==> config.mk <==
export PLATFORM = sky130hd
export DESIGN_NAME = cond_logic
export DESIGN_NICKNAME = d
export VERILOG_FILES = /design/src/rtl/cond_pkg.sv /design/src/rtl/cond_check.sv /design/src/rtl/cond_logic.sv
export SDC_FILE = /design/constraint.sdc
export NUM_CORES = 1
export LEC_CHECK = 0
export CORE_MARGIN = 10
export CORE_UTILIZATION = 26
export DETAILED_ROUTE_END_ITERATION = 8
export HOLD_SLACK_MARGIN = 0.08
export PLACE_DENSITY = 0.78
export SKIP_LAST_GASP = 1
export SLEW_MARGIN = 10
export SYNTH_ARGS = -nofsm -noshare
export SYNTH_HDL_FRONTEND = slang
export SYNTH_HIERARCHICAL = 1
export SYNTH_SLANG_ARGS = --single-unit
==> constraint.sdc <==
create_clock -name clk -period 2.3 [get_ports clk]
set_clock_uncertainty 0.1 [all_clocks]
set_input_delay 0.575 -clock clk [delete_from_list [all_inputs] [get_ports clk]]
set_output_delay 0.575 -clock clk [all_outputs]
set_load 0.01 [all_outputs]
==> src/rtl/cond_pkg.sv <==
// Shared condition-code, flag-index and flag-write encodings for the ARM-subset core.
package cond_pkg;

  typedef enum logic [3:0] {
    CC_EQ = 4'h0, CC_NE = 4'h1, CC_CS = 4'h2, CC_CC = 4'h3,
    CC_MI = 4'h4, CC_PL = 4'h5, CC_VS = 4'h6, CC_VC = 4'h7,
    CC_HI = 4'h8, CC_LS = 4'h9, CC_GE = 4'hA, CC_LT = 4'hB,
    CC_GT = 4'hC, CC_LE = 4'hD, CC_AL = 4'hE, CC_NV = 4'hF
  } cond_e;

  localparam int unsigned FLAG_N = 3;
  localparam int unsigned FLAG_Z = 2;
  localparam int unsigned FLAG_C = 1;
  localparam int unsigned FLAG_V = 0;

  localparam logic [1:0] FW_NONE = 2'b00;
  localparam logic [1:0] FW_NZ   = 2'b10;
  localparam logic [1:0] FW_ALL  = 2'b11;

endpackage

==> src/rtl/cond_check.sv <==
// Purely combinational evaluation of a 4-bit condition field against stored {N,Z,C,V}.
module cond_check
  import cond_pkg::*;
(
  input  logic [3:0] cond,
  input  logic [3:0] flags,
  output logic       cond_ex
);

  logic n, z, c, v, ge;

  always_comb begin
    n  = flags[FLAG_N];
    z  = flags[FLAG_Z];
    c  = flags[FLAG_C];
    v  = flags[FLAG_V];
    ge = (n == v);
    cond_ex = 1'b1;
    case (cond_e'(cond))
      CC_EQ:   cond_ex = z;
      CC_NE:   cond_ex = ~z;
      CC_CS:   cond_ex = c;
      CC_CC:   cond_ex = ~c;
      CC_MI:   cond_ex = n;
      CC_PL:   cond_ex = ~n;
      CC_VS:   cond_ex = v;
      CC_VC:   cond_ex = ~v;
      CC_HI:   cond_ex = c & ~z;
      CC_LS:   cond_ex = ~c | z;
      CC_GE:   cond_ex = ge;
      CC_LT:   cond_ex = ~ge;
      CC_GT:   cond_ex = ~z & ge;
      CC_LE:   cond_ex = z | ~ge;
      // NV is executed unconditionally in this subset, same as AL
      default: cond_ex = 1'b1;
    endcase
  end

endmodule

==> src/rtl/cond_logic.sv <==
// Architectural flag register, condition evaluation and write-enable gating.
// Optional performance counters enabled by defining COND_PERF_CNT_EN.
module cond_logic
  import cond_pkg::*;
#(
  parameter logic [3:0]  FLAG_RST = 4'b0000,
  parameter int unsigned CNT_W    = 32
) (
  input  logic             clk,
  input  logic             reset,
  input  logic             Stall,
  input  logic [3:0]       Cond,
  input  logic [3:0]       ALUFlags,
  input  logic [1:0]       FlagW,
  input  logic             PCS,
  input  logic             RegW,
  input  logic             MemW,
  input  logic             NoWrite,
  output logic             PCSrc,
  output logic             RegWrite,
  output logic             MemWrite,
  output logic [3:0]       Flags,
  output logic             CondEx,
  output logic [CNT_W-1:0] ExecCnt,
  output logic [CNT_W-1:0] SquashCnt
);

  logic [3:0] flags_q;
  logic       cond_ex;
  logic       wr_nz;
  logic       wr_cv;

  cond_check u_cond_check (
    .cond    (Cond),
    .flags   (flags_q),
    .cond_ex (cond_ex)
  );

  always_comb begin
    wr_nz = cond_ex & ~Stall & (|(FlagW & FW_NZ));
    wr_cv = cond_ex & ~Stall & (|(FlagW & (FW_ALL & ~FW_NZ)));
  end

  // N,Z and C,V halves update independently so logic ops keep C,V
  always_ff @(posedge clk or negedge reset) begin
    if (!reset) begin
      flags_q <= FLAG_RST;
    end else begin
      if (wr_nz) flags_q[FLAG_N:FLAG_Z] <= ALUFlags[FLAG_N:FLAG_Z];
      if (wr_cv) flags_q[FLAG_C:FLAG_V] <= ALUFlags[FLAG_C:FLAG_V];
    end
  end

  always_comb begin
    CondEx   = cond_ex;
    Flags    = flags_q;
    PCSrc    = PCS & cond_ex;
    RegWrite = RegW & cond_ex & ~NoWrite;
    MemWrite = MemW & cond_ex;
  end

`ifdef COND_PERF_CNT_EN
  localparam logic [CNT_W-1:0] CNT_ONE = {{(CNT_W-1){1'b0}}, 1'b1};

  logic [CNT_W-1:0] exec_q;
  logic [CNT_W-1:0] squash_q;

  always_ff @(posedge clk or negedge reset) begin
    if (!reset) begin
      exec_q   <= '0;
      squash_q <= '0;
    end else if (!Stall) begin
      if (cond_ex) exec_q   <= exec_q + CNT_ONE;
      else         squash_q <= squash_q + CNT_ONE;
    end
  end

  always_comb begin
    ExecCnt   = exec_q;
    SquashCnt = squash_q;
  end
`else
  always_comb begin
    ExecCnt   = '0;
    SquashCnt = '0;
  end
`endif

endmodule

== After elaboration in Yosys (flattened, before gate mapping) ==
Cells that the tools add are included.

* Register bits after elaboration: 4
* Bits in latches: 0
* Memory bits (writable): 0
* Memory bits (read-only): 0
* Input bits: 17
* Output and inout bits: 72
* Memories kept: 0

* Add/subtract/negate cells: 0
* Multipliers: 0
* Divide/modulo/power cells: 0
* $lt $le $gt $ge: 0
* Equality and inequality tests: 14
* Shifts and indexed selects: 0
* Multiplexer cells: 1
* Bitwise operators: 18
* Reduce and logical (&&, ||, !) cells: 1

{| class="wikitable"
|+ Operators with widths
! kind !! count
|-
| $eq 4x4->1 const B || 6
|-
| $eq 4x3->1 const B || 4
|-
| $pmux 1 s14 || 1
|-
| $and 1x1->1 || 9
|-
| $eq 4x2->1 const B || 2
|-
| $not 1->1 || 7
|-
| $eq 4x1->1 const B || 1
|-
| $logic_not 4->1 || 1
|-
| $or 1x1->1 || 2
|-
| $eq 1x1->1 || 1
|}

== Depth between registers and ports, before layout ==
Gate-level depths: netlist (run 1).

* Depth in word-level cells: 6
* Depth in mapped cells: 7
* Mapped depth without buffers: 6

== Modules after synthesis ==
Netlist (run 1), hierarchy kept.

{| class="wikitable"
|+ Modules (own cells, without submodules)
! module !! times used !! cells an instance !! area an instance (µm²) !! sequential area each (µm²)
|-
| cond_logic || 1 || 79 || 666.9 || 100.1
|-
| cond_check || 1 || 23 || 165.2 || 0.0
|}

== Worst setup path after synthesis (run 1) ==
Ideal clock, no wire load.

* Path type: input -> output
* Start point: input port Cond[3]
* End point: output port MemWrite
* Arrival time: 1.676 ns
* Setup slack: -0.051 ns
* Stages on the path: 6
* Path buffers: 1
* Cells stage by stage: buf_2 -> and3b_1 -> a22oi_2 -> xnor2_1 -> a211o_1 -> and2_2

* Cells in the longest elaborated chain, start to end: 3

{| class="wikitable"
|+ Ends and longest elaborated chain
! item !! RTL line !! text
|-
| start, declared || cond_logic.sv:12 || <nowiki>input logic [3:0] Cond,</nowiki>
|-
| $eq 4x4->1 (tied with other cells) || cond_check.sv:19 || <nowiki>case (cond_e'(cond))</nowiki>
|-
| $pmux 1 s14 (*) || cond_check.sv:19 ||
|-
| named net CondEx || cond_logic.sv:23 || <nowiki>output logic CondEx,</nowiki>
|-
| $and 1x1->1 (*) || cond_logic.sv:59 || <nowiki>MemWrite = MemW & cond_ex;</nowiki>
|-
| end, declared || cond_logic.sv:21 || <nowiki>output logic MemWrite,</nowiki>
|}

Mark *: on every way through the listed nets, which the timed path passes. The rest lies on a longest branch.

== Final worst setup path (run 1) ==
* Start point: input port Cond[1]
* End point: output port RegWrite

* Cells in the longest elaborated chain, start to end: 4

{| class="wikitable"
|+ Ends and longest elaborated chain
! item !! RTL line !! text
|-
| $eq 4x4->1 (tied with other cells) || cond_check.sv:19 ||
|-
| $pmux 1 s14 (*) || cond_check.sv:19 ||
|-
| $and 1x1->1 (*) (2 in a row) || cond_logic.sv:58 || <nowiki>RegWrite = RegW & cond_ex & ~NoWrite;</nowiki>
|-
| end, declared || cond_logic.sv:20 || <nowiki>output logic RegWrite,</nowiki>
|}

Every way passes the cells marked *; elsewhere a longest branch is shown, timed or not.

==> results of run 1 <==
## report_power, final
part           internal, mW  total, mW  switching (mW)
Combinational         0.307      0.527           0.219
Sequential            0.109      0.158          0.0488
Clock                0.0590     0.0971          0.0381
## worst register-to-register path: stages (launching register included)
cell and delay, ns:
dfrtp_1 0.41, mux2i_2 0.17, xnor2_1 0.16, o32ai_2 0.12, a211o_1 0.29, buf_4 0.15, buf_4 0.12, nand3b_1 0.13
mux2_1 0.33
## what timing repair did
item | CTS | global route
endpoints found under the setup margin | 8 | 4
hold buffers | 0 | 0
resized for setup | 40 | 8
setup buffers | 2 | 1
gates cloned | 0 | 0
pin swaps | 8 | 6
## cell families after synthesis
| family | after synthesis | share of synthesized area |
|---|---|---|
| buf+inv | 66 | 0.5880 |
| compound gates | 8 | 0.07370 |
| flops | 4 | 0.1203 |
| mux | 5 | 0.06616 |
| simple gates | 14 | 0.1052 |
| xor+xnor | 4 | 0.04210 |
| other cells | 1 | 0.004507 |
## cell type report
type | instances | area [sq um] | area share
clock buffers | 3 | 22.52 | 0.02230
inverters | 1 | 3.754 | 0.003717
multi-input cells | 95 | 506.7 | 0.5019
flip-flops and latches | 4 | 101.3 | 0.1004
well taps | 44 | 55.05 | 0.05452
repair buffers | 36 | 320.3 | 0.3172
## worst paths after layout
| check | startpoint | end | slack (ns) | cells after the start |
|---|---|---|---|---|
| max | Cond[1] | RegWrite | -0.09 | 8 |
| max reg2reg | Flags[2] | Flags[3] | 0.19 | 8 |
| min in group clk | Flags[1] | Flags[1] | 0.54 | 2 |
| min reg2reg | Flags[1] | Flags[1] | 0.54 | 2 |
| max in group asynchronous | reset | Flags[3] | 1.47 | 1 |
| min | reset | Flags[0] | 0.43 | 1 |
## metal layers
layer / vias to the layer above / share of wire / GRT usage
li1: 276 / - / -
met1: 251 / 0.25 / 0.03512
met2: 56 / 0.50 / 0.1148
met3: 3 / 0.23 / 0.06250
met4: 0 / 0.019 / 0.03346
met5: - / 0 / 0
## through the flow
stage	power, mW	cells	TNS, ns
after global placement	0.6224	177	-4.656
after floorplan	0.4579	165	-0.02805
final	0.7814	183	-0.3339
after CTS	0.7561	182	-0.3182
after global routing	0.8374	183	-0.6924
after detailed placement	0.6218	177	-4.905
## cell usage in the layout (no fill, tap or decap), types with 2 or more instances in the layout
cell,synthesis,final
nand2_1,3,3
buf_4,64,13
mux2_1,4,4
buf_2,1,2
dfrtp_1,4,3
buf_6,0,4
conb_1,1,64
nor2b_1,2,2
clkdlybuf4s50_1,0,16
nand3b_1,2,2
and2_4,0,2
nor3b_2,0,2
clkbuf_4,0,4
xnor2_1,4,4
==> summary.txt, run 1 <==
Global routing
  – First-pass GRT wire length: 3077 um
  – Vias in the first global route: 648
  – Largest net degree at the start of global routing: 8
  – Total global routing overflow: 0
  – Tot GR Track Use: 0.06195
  – Initial antenna violation count: 0

Pwr
  – Leak: 0.5285 nW
  – Power Density: 773.9 mW/mm^2
  – Max IR drop VDD: 414.5 uV

Layout
  – Cell area after layout: 0.001010 sq mm
  – # fillers: 348
  – Nets: 158
  – Layout cells sized above 1: 0.2374
  – Ant diodes: 0
  – Max reg flops: 4
  – Util after Layout: 0.3307
  – Layout area overhead: 21.35%

STA
  – Fin. max-slew vios: 0
  – Slack of the critical path: -0.09167 ns
  – Final period utilization: 1.040
  – Hold Vio Cnt, Final: 0
  – Crit path time final: 2.392 ns
  – Final hold slack: 0.4263 ns
  – Fmax: 418.1 MHz
  – Final setup fails: 4
  – RSZ-0062 raised after global routing: true

Yosys
  – Top post-synthesis cells by count: 64 x buf_4, 4 x dfrtp_1, 4 x mux2_1, 4 x xnor2_1, 3 x nand2_1
  – Area contributors post-synth: buf_4 58%, dfrtp_1 12%, mux2_1 5.4%, xnor2_1 4.2%, and2_2 1.8%
  – Synth cell types: 23
  – Syn Inst Count: 102
  – Post-synth EDFFs: 0
  – Yosys reg bits: 4
  – Synth top area share: 0.5774
  – Post-synth top flop: dfrtp_1
  – Warning count from the yosys run: 6
  – Post-Syn Area per Cell: 8.157 sq um
  – Register area share after synthesis: 0.1203
  – Top-count cell post-synth: buf_4
  – Asr flop ratio synth: 1.000
  – Leading area contributor after synthesis: buf_4
  – Post-Syn Area: 832.0 sq um

Clock tree
  – CTS max path bufs: 2
  – CTS Root Cell: clkbuf_4
  – Total CTS buffers: 3
  – CTS H-tree lvls: 1
  – Clock sinks: 4
  – Clk Latency, worst-skew pair: 0.25 ns
  – Worst-path clk slew: 0.04 ns
  – CTS tree: yes

Detailed routing
  – 1st-pass router iterations: 3
  – DRT Wirelength: 2066 um
  – Routed Antenna Nets: 0
  – Detailed Route Iter0 Violations: 1
  – Routed length per instance: 11.29 um
  – Via count: 586
  – Via density per instance: 3.202
  – DRC violations left: 0

Worst hold path
  – Min-delay worst type: in2async

Setup path
  – Critical path's largest stage delay: 0.27 ns
  – CP top delay family: compound AO/OA/AOI/OAI gates
  – Critical-path top delay cell: o32ai_2
  – Worst Setup End Kind: output port
  – Critical path peak fanout: 5
  – Critical path data required time: 1.62 ns
  – Kind of critical path: in2out
  – CP arrival: 1.72 ns
  – Crit path cell chain: buf_6 -> mux2i_2 -> xnor2_1 -> o32ai_2 -> a211o_1 -> nand2_1 -> nor2_1 -> buf_2
  – CP Launch Type: input port
  – Buffers plus inverters on the worst setup path: 2

Status
  – Outcome: complete, but fails checks
  – Failing checks: negative setup slack

Placement
  – RD Place Congestion: 0.6340
  – Pre-CTS setup slack: -0.9555 ns
  – Post-DP HPWL: 1842 um
  – Input/output buffers: 24
  – DP Area: 945.9 sq um

Floorplanning
  – Die X-Extent: 76.57 um
  – Rows: 20
  – I/O pin count: 89
  – Initial Util: 0.2725
  – Core ar.: 0.003053 sq mm
  – Die H: 76.57 um
  – Die area: 0.005863 sq mm

Flow run
  – Max-cap violations: 0
(Power assumes the default switching activity.)
==> run 2, diff against run 1 <==
SETUP_SLACK_MARGIN = 0.3   (was default)
==> summary.txt, run 2 (synthesis gave the netlist of run 1 again) <==
Setup path
  – Critical path data required time: 1.62 ns (about the same)
  – Crit path cell chain: buf_6 -> mux2i_2 -> xnor2_1 -> o32ai_2 -> a211o_1 -> buf_4 -> and2_4 -> buf_6
  – Critical path's largest stage delay: 0.35 ns (+0.08 ns)
  – CP top delay family: compound AO/OA/AOI/OAI gates
  – CP arrival: 1.86 ns (+0.14 ns)
  – CP Launch Type: input port
  – CP dominant cell by count: buf_6
  – Critical path peak fanout: 5 (unchanged)
  – Worst Setup End Kind: output port
  – Buffers plus inverters on the worst setup path: 3 (+1)
  – Kind of critical path: in2out
  – Critical-path top delay cell: a211o_1
  – Reg2reg setup slack: 0.24 ns (+0.05 ns)

Clock tree
  – Hold_buf cts: 0 (unchanged)
  – CTS max path bufs: 2 (unchanged)
  – CTS H-tree lvls: 1 (unchanged)
  – Clk Latency, worst-skew pair: 0.24 ns (about the same)
  – Clock sinks: 4 (unchanged)
  – Total CTS buffers: 3 (unchanged)
  – CTS tree: yes
  – CTS Root Cell: clkbuf_4
  – Worst-path clk slew: 0.04 ns (about the same)

STA
  – Final hold slack: 0.4380 ns (+0.01167 ns)
  – Crit path time final: 2.537 ns (+0.1452 ns)
  – Final setup fails: 4 (unchanged)
  – Slack of the critical path: -0.2368 ns (-0.1452 ns)
  – Hold Vio Cnt, Final: 0 (unchanged)
  – RSZ-0062 raised after global routing: true
  – Final period utilization: 1.103 (+0.06311)
  – Fmax: 394.2 MHz (-5.7%)
  – Fin. max-slew vios: 0 (unchanged)

Global routing
  – Tot GR Track Use: 0.05957 (-0.002378)
  – Total global routing overflow: 0 (unchanged)
  – Vias in the first global route: 628 (-3.1%)
  – Initial antenna violation count: 0 (unchanged)
  – Largest net degree at the start of global routing: 7 (-1)
  – First-pass GRT wire length: 2925 um (-4.9%)

Pwr
  – Switch share: 0.3734 (-0.01848)
  – Comb power frac: 0.702 (+0.028)
  – Internal power: 0.5150 mW (+8.4%)
  – Power Density: 781.1 mW/mm^2 (+0.93%)
  – P_sw: 0.3069 mW (+0.22%)
  – Leak: 0.5771 nW (+9.2%)
  – Clock share of power: 0.110 (-0.014)
  – Max IR drop VDD: 448.9 uV (+8.3%)
  – Reg power frac: 0.189 (-0.013)

Worst hold path
  – Min-delay worst type: in2async

Status
  – Failing checks: negative setup slack
  – Outcome: complete, but fails checks

Layout
  – Ant diodes: 0 (unchanged)
  – Nets: 157 (-0.63%)
  – Max reg flops: 4 (unchanged)
  – Commonest non-fill, non-tap cell in the layout: conb_1
  – FF/Latch Area: 102.6 sq um (+1.2%)
  – Final cell count without fillers: 182 (-0.55%)
  – Area of the multi-input gates: 533.0 sq um (+5.2%)
  – Most frequent cells in the layout: 64 x conb_1, 13 x clkdlybuf4s50_1, 10 x buf_4
  – Cell area after layout: 0.001052 sq mm (+4.2%)
  – Layout cells sized above 1: 0.2681 (+0.03071)
  – Layout area overhead: 26.47%
  – # fillers: 336 (-3.4%)

Detailed routing
  – 1st-pass router iterations: 4 (+1)
  – DRC violations left: 0 (unchanged)
  – Detailed Route Iter0 Violations: 8 (+7)
  – Routed length per instance: 11.18 um (-1.0%)
  – Routed Antenna Nets: 0 (unchanged)
  – Via count: 585 (-0.17%)
  – Via density per instance: 3.214 (+0.38%)
  – DRT Wirelength: 2034 um (-1.5%)

Floorplanning
  – Die H: 76.57 um (unchanged)
  – Die X-Extent: 76.57 um (unchanged)
  – Initial Util: 0.2725 (unchanged)
  – Rows: 20 (unchanged)
  – Core ar.: 0.003053 sq mm (unchanged)
  – I/O pin count: 89 (unchanged)
  – Die area: 0.005863 sq mm (unchanged)

Flow run
  – Max-cap violations: 0 (unchanged)

Placement
  – Input/output buffers: 24 (unchanged)
  – Post-DP HPWL: 1805 um (-2.0%)
  – DP Area: 950.9 sq um (+0.53%)
  – RD Place Congestion: 0.6864 (+8.3%)
  – Dpl cells: 176 (-0.56%)
-- run 2: cell count changes in the layout (fill, tap and decap cells not counted), sizes merged --
cell / delta
clkbuf: -1
clkdlybuf4s50: -3
dlymetal6s2s: +3
-- run 2: area by class of cell --
class,instances,area share
Clock buffer,3,0.02140
Sequential cell,4,0.09750
Tap cell,44,0.05232
Inverter,1,0.003567
Multi-Input combinational cell,95,0.5065
Timing Repair Buffer,35,0.3187
-- run 2: per-layer routing --
metal  track usage  wire [um]  up-vias
li1              -          -      275
met1       0.03846        564      249
met2        0.1080       1027       58
met3       0.05425        408        3
met4       0.03346         33        0
met5             0          0        -
-- run 2: path summary, 6_finish.rpt --
path | cells past startpoint | from | end
worst max-delay path | 8 | Cond[1] | PCSrc
worst min-delay path | 1 | reset | Flags[1]
worst max register to register | 8 | Flags[3] | Flags[3]
worst min register to register | 2 | Flags[1] | Flags[1]
max in group asynchronous | 1 | reset | Flags[3]
min in group clk | 2 | Flags[1] | Flags[1]
-- run 2: repair_timing --
item	CTS	global route
buffers inserted	2	1
resized for setup	48	8
endpoints found under the setup margin	10	11
gates cloned	0	0
pin swaps	6	4
-- run 2: stage by stage --
step	TNS, ns	total power, mW	setup slack, ns	utilization
floorplan	0	0.4845	0.02593	-
global placement	-5.067	0.6453	-0.9708	0.3115
detailed placement	-5.293	0.6489	-1.014	0.3115
CTS	-0.8038	0.8083	-0.2772	0.3336
global route	-0.9386	0.8787	-0.3063	0.3447
finish	-0.6414	0.8219	-0.2368	0.3447
-- run 2: power groups by stage --
| stage | combinational, mW | sequential [mW] | clock (mW) |
|---|---|---|---|
| finish | 0.577 | 0.155 | 0.0901 |
| global route | 0.620 | 0.162 | 0.0968 |
| CTS | 0.555 | 0.157 | 0.0963 |
| detailed placement | 0.497 | 0.152 | 0 |
| global placement | 0.497 | 0.149 | 0 |
| floorplan | 0.317 | 0.167 | 0 |
